===== config.mk =====
export PLATFORM = sky130hd
export DESIGN_NAME = sysid_reader
export DESIGN_NICKNAME = d
export VERILOG_FILES = /design/src/rtl/sysid_pkg.sv /design/src/rtl/avalon_read_timer.sv /design/src/rtl/sysid_reader.sv
export SDC_FILE = /design/constraint.sdc
export NUM_CORES = 1
export LEC_CHECK = 0
export CAP_MARGIN = 0
export CORE_ASPECT_RATIO = 0.9
export CORE_MARGIN = 8
export CORE_UTILIZATION = 33
export CTS_BUF_LIST = sky130_fd_sc_hd__clkbuf_4 sky130_fd_sc_hd__clkbuf_8 sky130_fd_sc_hd__clkbuf_16
export CTS_CLUSTER_SIZE = 20
export DETAILED_ROUTE_END_ITERATION = 10
export HOLD_SLACK_MARGIN = 0.08
export SLEW_MARGIN = 20
export SYNTH_ARGS = -nofsm -noshare
export SYNTH_HDL_FRONTEND = slang
export SYNTH_SLANG_ARGS = --single-unit

===== constraint.sdc =====
create_clock -name clock -period 4.1 [get_ports clock]
set_input_delay 0.82 -clock clock [delete_from_list [all_inputs] [get_ports clock]]
set_output_delay 0.82 -clock clock [all_outputs]
set_load 0.05 [all_outputs]

===== src/rtl/sysid_pkg.sv =====
`default_nettype none
// +----------------------------------------------------------------------------+
// | Module   : sysid_pkg                                                       |
// | Brief    : Shared states, register offsets and expected build constants.   |
// | Revision : 1.0                                                             |
// +----------------------------------------------------------------------------+
package sysid_pkg;

    typedef enum logic [2:0] {
        IDLE    = 3'd0,
        REQ_ID  = 3'd1,
        WAIT_ID = 3'd2,
        REQ_TS  = 3'd3,
        WAIT_TS = 3'd4,
        DONE    = 3'd5
    } state_t;

    localparam int unsigned ID_OFS = 0;
    localparam int unsigned TS_OFS = 1;

    localparam logic [31:0] DEFAULT_EXPECTED_ID        = 32'd0;
    localparam logic [31:0] DEFAULT_EXPECTED_TIMESTAMP = 32'd1370544064;

endpackage
`default_nettype wire


===== src/rtl/avalon_read_timer.sv =====
`default_nettype none
// +----------------------------------------------------------------------------+
// | Module   : avalon_read_timer                                               |
// | Brief    : Per-transaction cycle counter with clear, enable and expiry.    |
// | Revision : 1.0                                                             |
// +----------------------------------------------------------------------------+
module avalon_read_timer #(
    parameter int unsigned TIMEOUT_CYCLES = 255
) (
    input  logic clk,
    input  logic rst,
    input  logic i_clear,
    input  logic i_enable,
    output logic o_expired
);

    // Expiry fires on the TIMEOUT_CYCLES-th enabled cycle since the last clear.
    localparam logic [15:0] c_limit = 16'(TIMEOUT_CYCLES - 1);

    logic [15:0] r_count;

    always_ff @(posedge clk) begin
        if (rst || i_clear) begin
            r_count <= '0;
        end else if (i_enable && (r_count != c_limit)) begin
            r_count <= r_count + 16'd1;
        end
    end

    assign o_expired = i_enable && (r_count == c_limit);

endmodule
`default_nettype wire


===== src/rtl/sysid_reader.sv =====
`default_nettype none
// +----------------------------------------------------------------------------+
// | Module   : sysid_reader                                                    |
// | Brief    : Avalon-MM master reading and checking the system ID registers.  |
// | Revision : 1.0                                                             |
// +----------------------------------------------------------------------------+
module sysid_reader
    import sysid_pkg::*;
#(
    parameter logic [31:0] EXPECTED_ID        = DEFAULT_EXPECTED_ID,
    parameter logic [31:0] EXPECTED_TIMESTAMP = DEFAULT_EXPECTED_TIMESTAMP,
    parameter int unsigned ADDR_W             = 1,
    parameter int unsigned BASE_WORD          = 0,
    parameter int unsigned TIMEOUT_CYCLES     = 255
) (
    input  logic              clock,
    input  logic              reset,
    input  logic              start,
    output logic [ADDR_W-1:0] master_address,
    output logic              master_read,
    input  logic              master_waitrequest,
    input  logic              master_readdatavalid,
    input  logic [31:0]       master_readdata,
    output logic              busy,
    output logic              done,
    output logic [31:0]       id_value,
    output logic [31:0]       timestamp_value,
    output logic              id_ok,
    output logic              ts_ok,
    output logic              timeout
);

    localparam logic [ADDR_W-1:0] c_id_addr = ADDR_W'(BASE_WORD + ID_OFS);
    localparam logic [ADDR_W-1:0] c_ts_addr = ADDR_W'(BASE_WORD + TS_OFS);

    state_t            r_state;
    logic              r_read;
    logic [ADDR_W-1:0] r_addr;
    logic [31:0]       r_id_value;
    logic [31:0]       r_ts_value;
    logic              r_id_ok;
    logic              r_ts_ok;
    logic              r_timeout;
    logic              r_busy;
    logic              r_done;

    state_t            w_state_next;
    logic              w_read_next;
    logic [ADDR_W-1:0] w_addr_next;
    logic [31:0]       w_id_next;
    logic [31:0]       w_ts_next;
    logic              w_id_ok_next;
    logic              w_ts_ok_next;
    logic              w_timeout_next;
    logic              w_busy_next;
    logic              w_done_next;
    logic              w_finish;
    logic              w_abort;
    logic              w_timer_en;
    logic              w_timer_clr;
    logic              w_expired;

    assign w_timer_en  = r_state inside {REQ_ID, WAIT_ID, REQ_TS, WAIT_TS};
    assign w_timer_clr = (w_state_next != r_state);

    avalon_read_timer #(
        .TIMEOUT_CYCLES(TIMEOUT_CYCLES)
    ) u_timer (
        .clk      (clock),
        .rst      (reset),
        .i_clear  (w_timer_clr),
        .i_enable (w_timer_en),
        .o_expired(w_expired)
    );

    always_ff @(posedge clock) begin
        if (reset) begin
            r_state    <= IDLE;
            r_read     <= 1'b0;
            r_addr     <= c_id_addr;
            r_id_value <= '0;
            r_ts_value <= '0;
            r_id_ok    <= 1'b0;
            r_ts_ok    <= 1'b0;
            r_timeout  <= 1'b0;
            r_busy     <= 1'b0;
            r_done     <= 1'b0;
        end else begin
            r_state    <= w_state_next;
            r_read     <= w_read_next;
            r_addr     <= w_addr_next;
            r_id_value <= w_id_next;
            r_ts_value <= w_ts_next;
            r_id_ok    <= w_id_ok_next;
            r_ts_ok    <= w_ts_ok_next;
            r_timeout  <= w_timeout_next;
            r_busy     <= w_busy_next;
            r_done     <= w_done_next;
        end
    end

    always_comb begin
        w_state_next   = r_state;
        w_read_next    = r_read;
        w_addr_next    = r_addr;
        w_id_next      = r_id_value;
        w_ts_next      = r_ts_value;
        w_id_ok_next   = r_id_ok;
        w_ts_ok_next   = r_ts_ok;
        w_timeout_next = r_timeout;
        w_busy_next    = r_busy;
        w_done_next    = 1'b0;
        w_finish       = 1'b0;
        w_abort        = 1'b0;

        case (r_state)
            IDLE: begin
                if (start) begin
                    w_state_next   = REQ_ID;
                    w_read_next    = 1'b1;
                    w_addr_next    = c_id_addr;
                    w_id_ok_next   = 1'b0;
                    w_ts_ok_next   = 1'b0;
                    w_timeout_next = 1'b0;
                    w_busy_next    = 1'b1;
                end
            end
            REQ_ID: begin
                // A zero-latency slave may return data in the acceptance cycle.
                if (!master_waitrequest && master_readdatavalid) begin
                    w_id_next    = master_readdata;
                    w_state_next = REQ_TS;
                    w_addr_next  = c_ts_addr;
                end else if (!master_waitrequest) begin
                    w_read_next  = 1'b0;
                    w_state_next = WAIT_ID;
                end else if (w_expired) begin
                    w_abort = 1'b1;
                end
            end
            WAIT_ID: begin
                if (master_readdatavalid) begin
                    w_id_next    = master_readdata;
                    w_state_next = REQ_TS;
                    w_read_next  = 1'b1;
                    w_addr_next  = c_ts_addr;
                end else if (w_expired) begin
                    w_abort = 1'b1;
                end
            end
            REQ_TS: begin
                if (!master_waitrequest && master_readdatavalid) begin
                    w_ts_next = master_readdata;
                    w_finish  = 1'b1;
                end else if (!master_waitrequest) begin
                    w_read_next  = 1'b0;
                    w_state_next = WAIT_TS;
                end else if (w_expired) begin
                    w_abort = 1'b1;
                end
            end
            WAIT_TS: begin
                if (master_readdatavalid) begin
                    w_ts_next = master_readdata;
                    w_finish  = 1'b1;
                end else if (w_expired) begin
                    w_abort = 1'b1;
                end
            end
            DONE: begin
                w_state_next = IDLE;
            end
            default: begin
                w_state_next = IDLE;
            end
        endcase

        // Verdicts use the values being captured on this edge so they are valid with done.
        if (w_finish) begin
            w_state_next = DONE;
            w_read_next  = 1'b0;
            w_busy_next  = 1'b0;
            w_done_next  = 1'b1;
            w_id_ok_next = (w_id_next == EXPECTED_ID);
            w_ts_ok_next = (w_ts_next == EXPECTED_TIMESTAMP);
        end
        if (w_abort) begin
            w_state_next   = DONE;
            w_read_next    = 1'b0;
            w_busy_next    = 1'b0;
            w_done_next    = 1'b1;
            w_timeout_next = 1'b1;
            w_id_ok_next   = 1'b0;
            w_ts_ok_next   = 1'b0;
        end
    end

    assign master_address  = r_addr;
    assign master_read     = r_read;
    assign busy            = r_busy;
    assign done            = r_done;
    assign id_value        = r_id_value;
    assign timestamp_value = r_ts_value;
    assign id_ok           = r_id_ok;
    assign ts_ok           = r_ts_ok;
    assign timeout         = r_timeout;

endmodule
`default_nettype wire

==> impl_metrics.py, run 1 <==
metrics = {
    "clocking": {
        "cts_max_level": 3,
        "post_cts_resized": 0,
        "clk_pin_slew_ns": 0.07,
        "clockBufferDepth": 2,
        "postCtsHoldBufs": 0,
        "clk_latency_ns": 0.34,
        "cts_tree": "done",
        "cts_setup_buffers": 0,
        "cts_buffers": 9,
        "cts_root_buf": "clkbuf_16",
        "cts.sinks": 90,
    },
    "die": {
        "core_area_um2": 10900,
        "start_util": 0.341,
        "die_h_um": 116,
        "die_w_um": 128,
        "ios": 108,
        "fp.dieArea_um2": 14900,
        "rows": 36,
    },
    "hold_path": {
        "min_path_cells": 2,
        "holdCritPathClass": "flop to flop",
    },
    "place": {
        "place_area_um2": 4890,
        "place_congestion": 0.825,
        "port_buffers": 107,
        "place.detailed.hpwl_um": 8070,
        "dp_cells": 662,
    },
    "setup_path": {
        "cp-end-kind": "flop",
        "critPathLaunchType": "input port",
        "max_stage_delay_ns": 0.64,
        "r2r_cells": 5,
        "worstSetupPathType": "input port to flop",
        "arrival_ns": 2.77,
        "required_ns": 4.35,
        "crit_slowest_cell": "clkdlybuf4s50_1",
        "path_max_fanout": 16,
        "path_cells": "clkdlybuf4s50_1, mux2_2, o22a_1, o22ai_1, nand3b_4, a211oi_1",
    },
    "logic_synthesis": {
        "yosysTopAreaCellShare": 0.487,
        "ys_async_sr_fraction": 0,
        "synth-edff-count": 0,
        "syn-num-nets": 461,
        "seq_area_frac_synth": 0.487,
        "synth_cell_types": 46,
        "synth_ff_type": "dfxtp_1",
        "synth_largest_area_cell": "dfxtp_1",
        "synth_warnings": 0,
        "syn_avg_cell_area_um2": 8.76,
        "syn_inst": 422,
        "synth_area_leaders": "dfxtp_1 (49%), mux2i_1 (8.9%), nand2_1 (7.8%)",
        "netlist_area_um2": 3700,
        "synth_seq_cells": 90,
    },
    "sta": {
        "skew_ns": 0.0149,
        "final.min_clock_period_ns": 2.53,
        "fmax_ghz": 0.396,
        "hold_viol_final": 0,
        "slew_headroom": 0.606,
        "setup_tns_ns": 0,
        "final-max-slew-violation-count": 0,
        "setup_viol_count_final": 0,
        "tightest_slew_ns": 0.586,
        "rsz0062_at_grt": "no",
        "fin_crit_sh": 0.617,
    },
    "routing": {
        "finalWirelength_um": 10900,
        "drt-initial-drc-count": 193,
        "drc": 0,
        "drt-vias-per-instance": 4.79,
        "via_count": 3245,
        "ant_nets": 0,
        "routedWlPerCell_um": 16.2,
        "firstDrtPassIters": 4,
    },
    "layout": {
        "nets": 560,
        "mostFrequentLayoutCell": "clkdlybuf4s50_1",
        "design_area_um2": 5160,
        "drive_gt1_frac": 0.0552,
        "register_area_um2": 1800,
        "nFillCells": 1049,
        "antenna_cells": 0,
        "syn_to_final_growth_pct": 39.5,
        "instances_no_fill": 677,
        "final_cell_mix": "clkdlybuf4s50_1 (106), dfxtp_1 (90), nand2_1 (77), nor2_1 (59), a21oi_1 (39)",
        "multi_input_area_um2": 1780,
    },
    "job": {
        "cap_violations": 0,
    },
    "global_routing": {
        "grt_pass1_vias": 3273,
        "gr-usage-all-layers": 0.148,
        "grt_pass1_wl_um": 17400,
        "grt_max_degree": 53,
        "antenna_found_initial": 0,
        "grt_overflow_total": 0,
    },
    "power_and_ir_drop": {
        "total_power_mw": 1.97,
        "p_clk_frac": 0.384,
        "p_sw_frac": 0.272,
        "p_leak_nw": 1.91,
        "pwr-share-seq": 0.469,
        "pwr-share-comb": 0.147,
        "ir_drop_mv": 0.280,
        "p_int_mw": 1.44,
        "p_switching_uw": 536,
        "power_density_nw_per_um2": 382,
    },
    "outcome": {
        "status": "finished, final reports clean",
    },
}
-- logic make-up (layout without fill, tap and decap cells) --
kind of cell,count (synthesis),count (layout),share of synthesized area
compound gates,55,55,0.0846
xor+xnor,15,15,0.0355
fa+ha+maj,2,2,0.00677
buf+inv,27,130,0.0311
flops,90,90,0.487
mux,34,34,0.0924
simple gates,199,199,0.262
-- path summary, 6_finish.rpt --
| check | slack, ns | endpoint | start |
|---|---|---|---|
| min | 0.46 | timestamp_value[17] | timestamp_value[17] |
| max reg2reg | 1.86 | timestamp_value[8] | r_state[2] |
| max | 1.57 | u_timer.r_count[1] | master_readdatavalid |
| min reg2reg | 0.46 | timestamp_value[17] | timestamp_value[17] |
-- flip-flops by register name, summed over array words and instances, names as in the netlist --
register and cells:
id_value 32, id_ok 1, timestamp_value 32, busy 1, timeout 1, master_address 1, r_state 3, done 1
master_read 1, u_timer.r_count 16, ts_ok 1
-- synthesized netlist by cell type (all sizes together) (4+ instances only) --
cell / number
xnor2: 15
nand4: 6
nor4: 14
o21ai: 5
nand3: 5
mux2i: 33
nor2: 59
buf: 6
nand2: 77
dfxtp: 90
nor3: 9
clkbuf: 17
a21oi: 39
inv: 4
nor4b: 4
-- final cells by class --
| class | count | area share |
|---|---|---|
| Clock buffer | 10 | 0.0463 |
| Clock inverter | 5 | 0.00607 |
| Inverter | 4 | 0.00291 |
| Multi-Input combinational cell | 305 | 0.346 |
| Sequential cell | 90 | 0.349 |
| Tap cell | 152 | 0.0369 |
| Timing Repair Buffer | 111 | 0.213 |
-- worst max-delay path: cells and delay by family --
kind / cells / cell delay (ns)
AO/OA/AOI/OAI: 3 / 0.67
buffers and inverters: 1 / 0.64
multiplexers: 1 / 0.41
AND/OR/NAND/NOR: 1 / 0.24
-- power groups by stage --
stage               Combinational, mW  Clock, mW  Sequential (mW)
floorplan                       0.109          0             1.01
global placement                0.290          0            0.945
detailed placement              0.291          0            0.945
CTS                             0.292      0.776            0.926
global route                    0.310      0.810            0.930
finish                          0.289      0.757            0.926
-- routing by layer --
layer,vias to the layer above,routed length (um),track usage
met5,-,0,0
met4,0,110,0.0475
met3,10,1080,0.0712
met2,84,4910,0.232
met1,1502,4840,0.177
li1,1649,-,-
-- metrics by stage --
stage	hold WS [ns]	setup WS, ns	util
floorplan	0.486	2.09	-
global placement	0.445	1.31	0.450
detailed placement	0.449	1.23	0.450
CTS	0.459	1.57	0.475
global route	0.471	1.40	0.475
finish	0.457	1.57	0.475
Note: power is estimated with default switching activity, not from simulation.
==> inputs of run 2 (changes only) <==
- clock period: 4.1 -> 2.5 ns (I/O delays scaled with it)
==> impl_metrics.py, run 2 (synthesis results as in run 1) <==
metrics = {
    "sta": {
        "fin_crit_sh": 0.837,
        "final-max-slew-violation-count": 0,
        "hold_viol_final": 0,
        "rsz0062_at_grt": "no",
        "fmax_ghz": 0.478,
        "skew_ns": 0.00548,
        "setup_tns_ns": 0,
        "tightest_slew_ns": 0.604,
        "slew_headroom": 0.594,
        "setup_viol_count_final": 0,
        "final.min_clock_period_ns": 2.09,
    },
    "clocking": {
        "cts.sinks": 90,
        "post_cts_resized": 0,
        "cts_max_level": 3,
        "postCtsHoldBufs": 0,
        "clk_pin_slew_ns": 0.07,
        "cts_tree": "done",
        "clk_latency_ns": 0.33,
        "cts_root_buf": "clkbuf_16",
        "cts_buffers": 9,
        "clockBufferDepth": 2,
        "cts_setup_buffers": 0,
    },
    "routing": {
        "drt-vias-per-instance": 4.88,
        "finalWirelength_um": 11100,
        "firstDrtPassIters": 4,
        "ant_nets": 0,
        "routedWlPerCell_um": 16.3,
        "via_count": 3334,
        "drt-initial-drc-count": 185,
        "drc": 0,
    },
    "setup_path": {
        "max_stage_delay_ns": 0.87,
        "regToRegSetupSlack_ns": 0.41,
        "cp-end-kind": "output port",
        "critPathLaunchType": "flop",
        "rr_endpoint": "u_timer.r_count[10]",
        "crit_end": "id_value[28]",
        "crit_slowest_cell": "clkdlybuf4s50_1",
        "arrival_ns": 1.59,
        "r2r_cells": 5,
        "required_ns": 2.00,
        "path_max_fanout": 3,
        "path_cells": "clkdlybuf4s50_1",
        "crit_buf_inv": 1,
        "crit_family": "buffers and inverters",
        "cp.depth": 1,
        "reg2reg_from": "u_timer.r_count[11]",
        "worstSetupPathType": "flop to output port",
        "setup.worst_path.start": "id_value[28]",
    },
    "die": {
        "die_h_um": 116,
        "ios": 108,
        "die_w_um": 128,
        "fp.dieArea_um2": 14900,
        "start_util": 0.341,
        "rows": 36,
        "core_area_um2": 10900,
    },
    "layout": {
        "mostFrequentLayoutCell": "clkdlybuf4s50_1",
        "antenna_cells": 0,
        "final_cell_mix": "clkdlybuf4s50_1 (106), dfxtp_1 (90), nand2_1 (77), nor2_1 (59), a21oi_1 (39)",
        "instances_no_fill": 683,
        "drive_gt1_frac": 0.0659,
        "multi_input_area_um2": 1780,
        "register_area_um2": 1800,
        "nFillCells": 1044,
        "nets": 565,
        "syn_to_final_growth_pct": 42.4,
    },
    "global_routing": {
        "antenna_found_initial": 0,
        "grt_max_degree": 46,
        "gr-usage-all-layers": 0.153,
        "grt_overflow_total": 0,
        "grt_pass1_vias": 3480,
        "grt_pass1_wl_um": 17800,
    },
    "place": {
        "port_buffers": 107,
        "place.detailed.hpwl_um": 8200,
        "place_congestion": 0.802,
        "dp_cells": 667,
    },
    "power_and_ir_drop": {
        "ir_drop_mv": 0.437,
        "power_density_nw_per_um2": 659,
        "p_leak_nw": 1.96,
        "total_power_mw": 3.47,
    },
    "hold_path": {
        "holdCritPathClass": "flop to flop",
    },
    "outcome": {
        "status": "finished, final reports clean",
    },
    "job": {
        "cap_violations": 0,
    },
}
## run 2: cell count changes in the layout (fill, tap and decap cells not counted), sizes merged
cell,change
buf,+5
bufinv,+2
clkinv,-2
inv,+2
clkbuf,-1
## run 2: cell type report
| type | instances | area share |
|---|---|---|
| Inverter | 4 | 0.00285 |
| Timing Repair Buffer | 116 | 0.218 |
| Clock buffer | 9 | 0.0428 |
| Sequential cell | 90 | 0.342 |
| Clock inverter | 7 | 0.0193 |
| Tap cell | 152 | 0.0361 |
| Multi-Input combinational cell | 305 | 0.339 |
## run 2: power by group
| group | leakage, nW | total [mW] | switching [mW] | internal (mW) |
|---|---|---|---|---|
| registers | 0.728 | 1.51 | 0.0382 | 1.48 |
| logic | 1.08 | 0.492 | 0.296 | 0.197 |
| clock network | 0.158 | 1.46 | 0.577 | 0.886 |
## run 2: per-stage QoR
step	utilization	setup slack (ns)	cell area [um2]	hold WS, ns
after floorplan	-	0.620	3700	0.486
after global placement	0.455	0.125	4940	0.442
after detailed placement	0.455	0.106	4940	0.447
after CTS	0.485	0.391	5260	0.457
after global routing	0.485	0.267	5260	0.468
final	0.485	0.408	5260	0.453
## run 2: how the worst min path moves through the flow
stage,startpoint,endpoint,cells past startpoint
6_report,timestamp_value[11],timestamp_value[11],2
5_1_grt,timestamp_value[7],timestamp_value[7],2
4_1_cts,timestamp_value[7],timestamp_value[7],2
3_5_place_dp,timestamp_value[11],timestamp_value[11],2
3_3_place_gp,timestamp_value[0],timestamp_value[0],2
2_1_floorplan,u_timer.r_count[15],u_timer.r_count[15],2
## run 2: per-layer routing
metal / global-route usage / share of wire / up-vias
li1: - / - / 1655
met1: 0.168 / 0.41 / 1570
met2: 0.248 / 0.47 / 102
met3: 0.0945 / 0.11 / 7
met4: 0.0301 / 0.0087 / 0
met5: 0 / 0 / -
==> inputs of run 3 (changes only) <==
- clock period: 2.5 -> 1.8 ns (I/O delays scaled with it)
==> impl_metrics.py, run 3 (synthesis results as in run 1) <==
metrics = {
    "place": {
        "place.detailed.hpwl_um": 8620,
        "place_congestion": 0.823,
        "port_buffers": 107,
        "dp_cells": 714,
    },
    "sta": {
        "skew_ns": 0.00694,
        "final.min_clock_period_ns": 1.77,
        "setup_tns_ns": 0,
        "tightest_slew_ns": 0.396,
        "final-max-slew-violation-count": 0,
        "fin_crit_sh": 0.981,
        "fmax_ghz": 0.566,
        "whs_ns": 0.385,
        "slew_headroom": 0.735,
        "hold_viol_final": 0,
        "rsz0062_at_grt": "yes",
        "setup_viol_count_final": 0,
    },
    "setup_path": {
        "critPathLaunchType": "flop",
        "required_ns": 2.03,
        "crit_slowest_cell": "or4_4",
        "worstSetupPathType": "flop to flop",
        "cp-end-kind": "flop",
        "crit_buf_inv": 1,
        "max_stage_delay_ns": 0.54,
        "path_cells": "or4_4, nor4_4, buf_6, o21ai_4, nand3b_4, nor2_1",
        "arrival_ns": 2.00,
        "path_max_fanout": 8,
        "crit_family": "simple AND/OR/NAND/NOR gates",
    },
    "die": {
        "rows": 36,
        "die_h_um": 116,
        "fp.dieArea_um2": 14900,
        "die_w_um": 128,
        "ios": 108,
        "core_area_um2": 10900,
        "start_util": 0.341,
    },
    "power_and_ir_drop": {
        "p_int_mw": 3.40,
        "ir_drop_mv": 0.576,
        "total_power_mw": 4.66,
        "pwr-share-comb": 0.164,
        "p_sw_frac": 0.271,
        "p_leak_nw": 2.35,
        "power_density_nw_per_um2": 843,
        "pwr-share-seq": 0.450,
        "p_clk_frac": 0.386,
        "p_switching_mw": 1.27,
    },
    "routing": {
        "drc": 0,
        "finalWirelength_um": 11700,
        "ant_nets": 0,
        "routedWlPerCell_um": 16.0,
        "drt-initial-drc-count": 193,
        "firstDrtPassIters": 4,
        "via_count": 3527,
        "drt-vias-per-instance": 4.81,
    },
    "layout": {
        "final_util": 0.510,
        "syn_to_final_growth_pct": 49.6,
        "nets": 615,
        "antenna_cells": 0,
        "mostFrequentLayoutCell": "buf_4",
        "final_cell_mix": "buf_4 (126), dfxtp_1 (88), nand2_1 (76), nor2_1 (55), a21oi_1 (38)",
        "drive_gt1_frac": 0.294,
        "instances_no_fill": 733,
    },
    "global_routing": {
        "grt_pass1_vias": 3616,
        "grt_pass1_wl_um": 18500,
        "grt_max_degree": 36,
        "antenna_found_initial": 0,
        "gr-usage-all-layers": 0.159,
        "grt_overflow_total": 0,
    },
    "clocking": {
        "cts.sinks": 90,
        "clockBufferDepth": 2,
        "clk_pin_slew_ns": 0.06,
        "cts_tree": "done",
        "cts_buffers": 9,
        "cts_max_level": 3,
        "cts_root_buf": "clkbuf_16",
        "clk_latency_ns": 0.34,
    },
    "hold_path": {
        "holdCritPathClass": "input port to flop",
    },
    "job": {
        "cap_violations": 0,
    },
    "outcome": {
        "status": "finished, final reports clean",
    },
}
-- run 3: power by group through the flow --
stage	Sequential, mW	Clock [mW]	Combinational [mW]
floorplan	2.30	0	0.249
global placement	2.14	0	0.734
detailed placement	2.14	0	0.737
CTS	2.10	1.87	0.745
global route	2.11	1.94	0.816
finish	2.10	1.80	0.764
-- run 3: through the flow --
step | worst slack (ns) | instance area [um2]
floorplan | -0.0679 | 3700
global placement | -0.496 | 5130
detailed placement | -0.486 | 5130
CTS | 0.00678 | 5440
global route | -0.0543 | 5530
finish | 0.0335 | 5530
-- run 3: layout make-up --
class / count / area [um2]
fill: 1044 / 5320
timing repair buffer: 165 / 1350
tap: 152 / 190
inverter: 4 / 15.0
clock inverter: 4 / 26.3
sequential: 90 / 1800
multi-input combinational: 306 / 1880
clock buffer: 12 / 260
-- run 3: per-layer routing --
layer | global-route usage | vias up | wire [um]
met1 | 0.180 | 1654 | 5060
met2 | 0.264 | 98 | 5590
met3 | 0.0753 | 13 | 947
li1 | - | 1762 | -
met4 | 0.0459 | 0 | 146
met5 | 0 | - | 0
-- run 3: path summary, 6_finish.rpt --
check / from / endpoint / slack, ns / depth (start not counted)
max: u_timer.r_count[11] / u_timer.r_count[0] / 0.03 / 6
min: reset / timestamp_value[26] / 0.39 / 2
max reg2reg: u_timer.r_count[11] / u_timer.r_count[0] / 0.03 / 6
min reg2reg: timestamp_value[18] / timestamp_value[18] / 0.46 / 2
-- run 3: repair_timing --
item                                   CTS  global route
endpoints found under the hold margin    0             0
pin swaps                                1             9
gates resized for setup                  4            15
setup endpoints to repair               17            23
cloned                                   0             1
hold buffers                             0             0
buffers inserted                         0             2
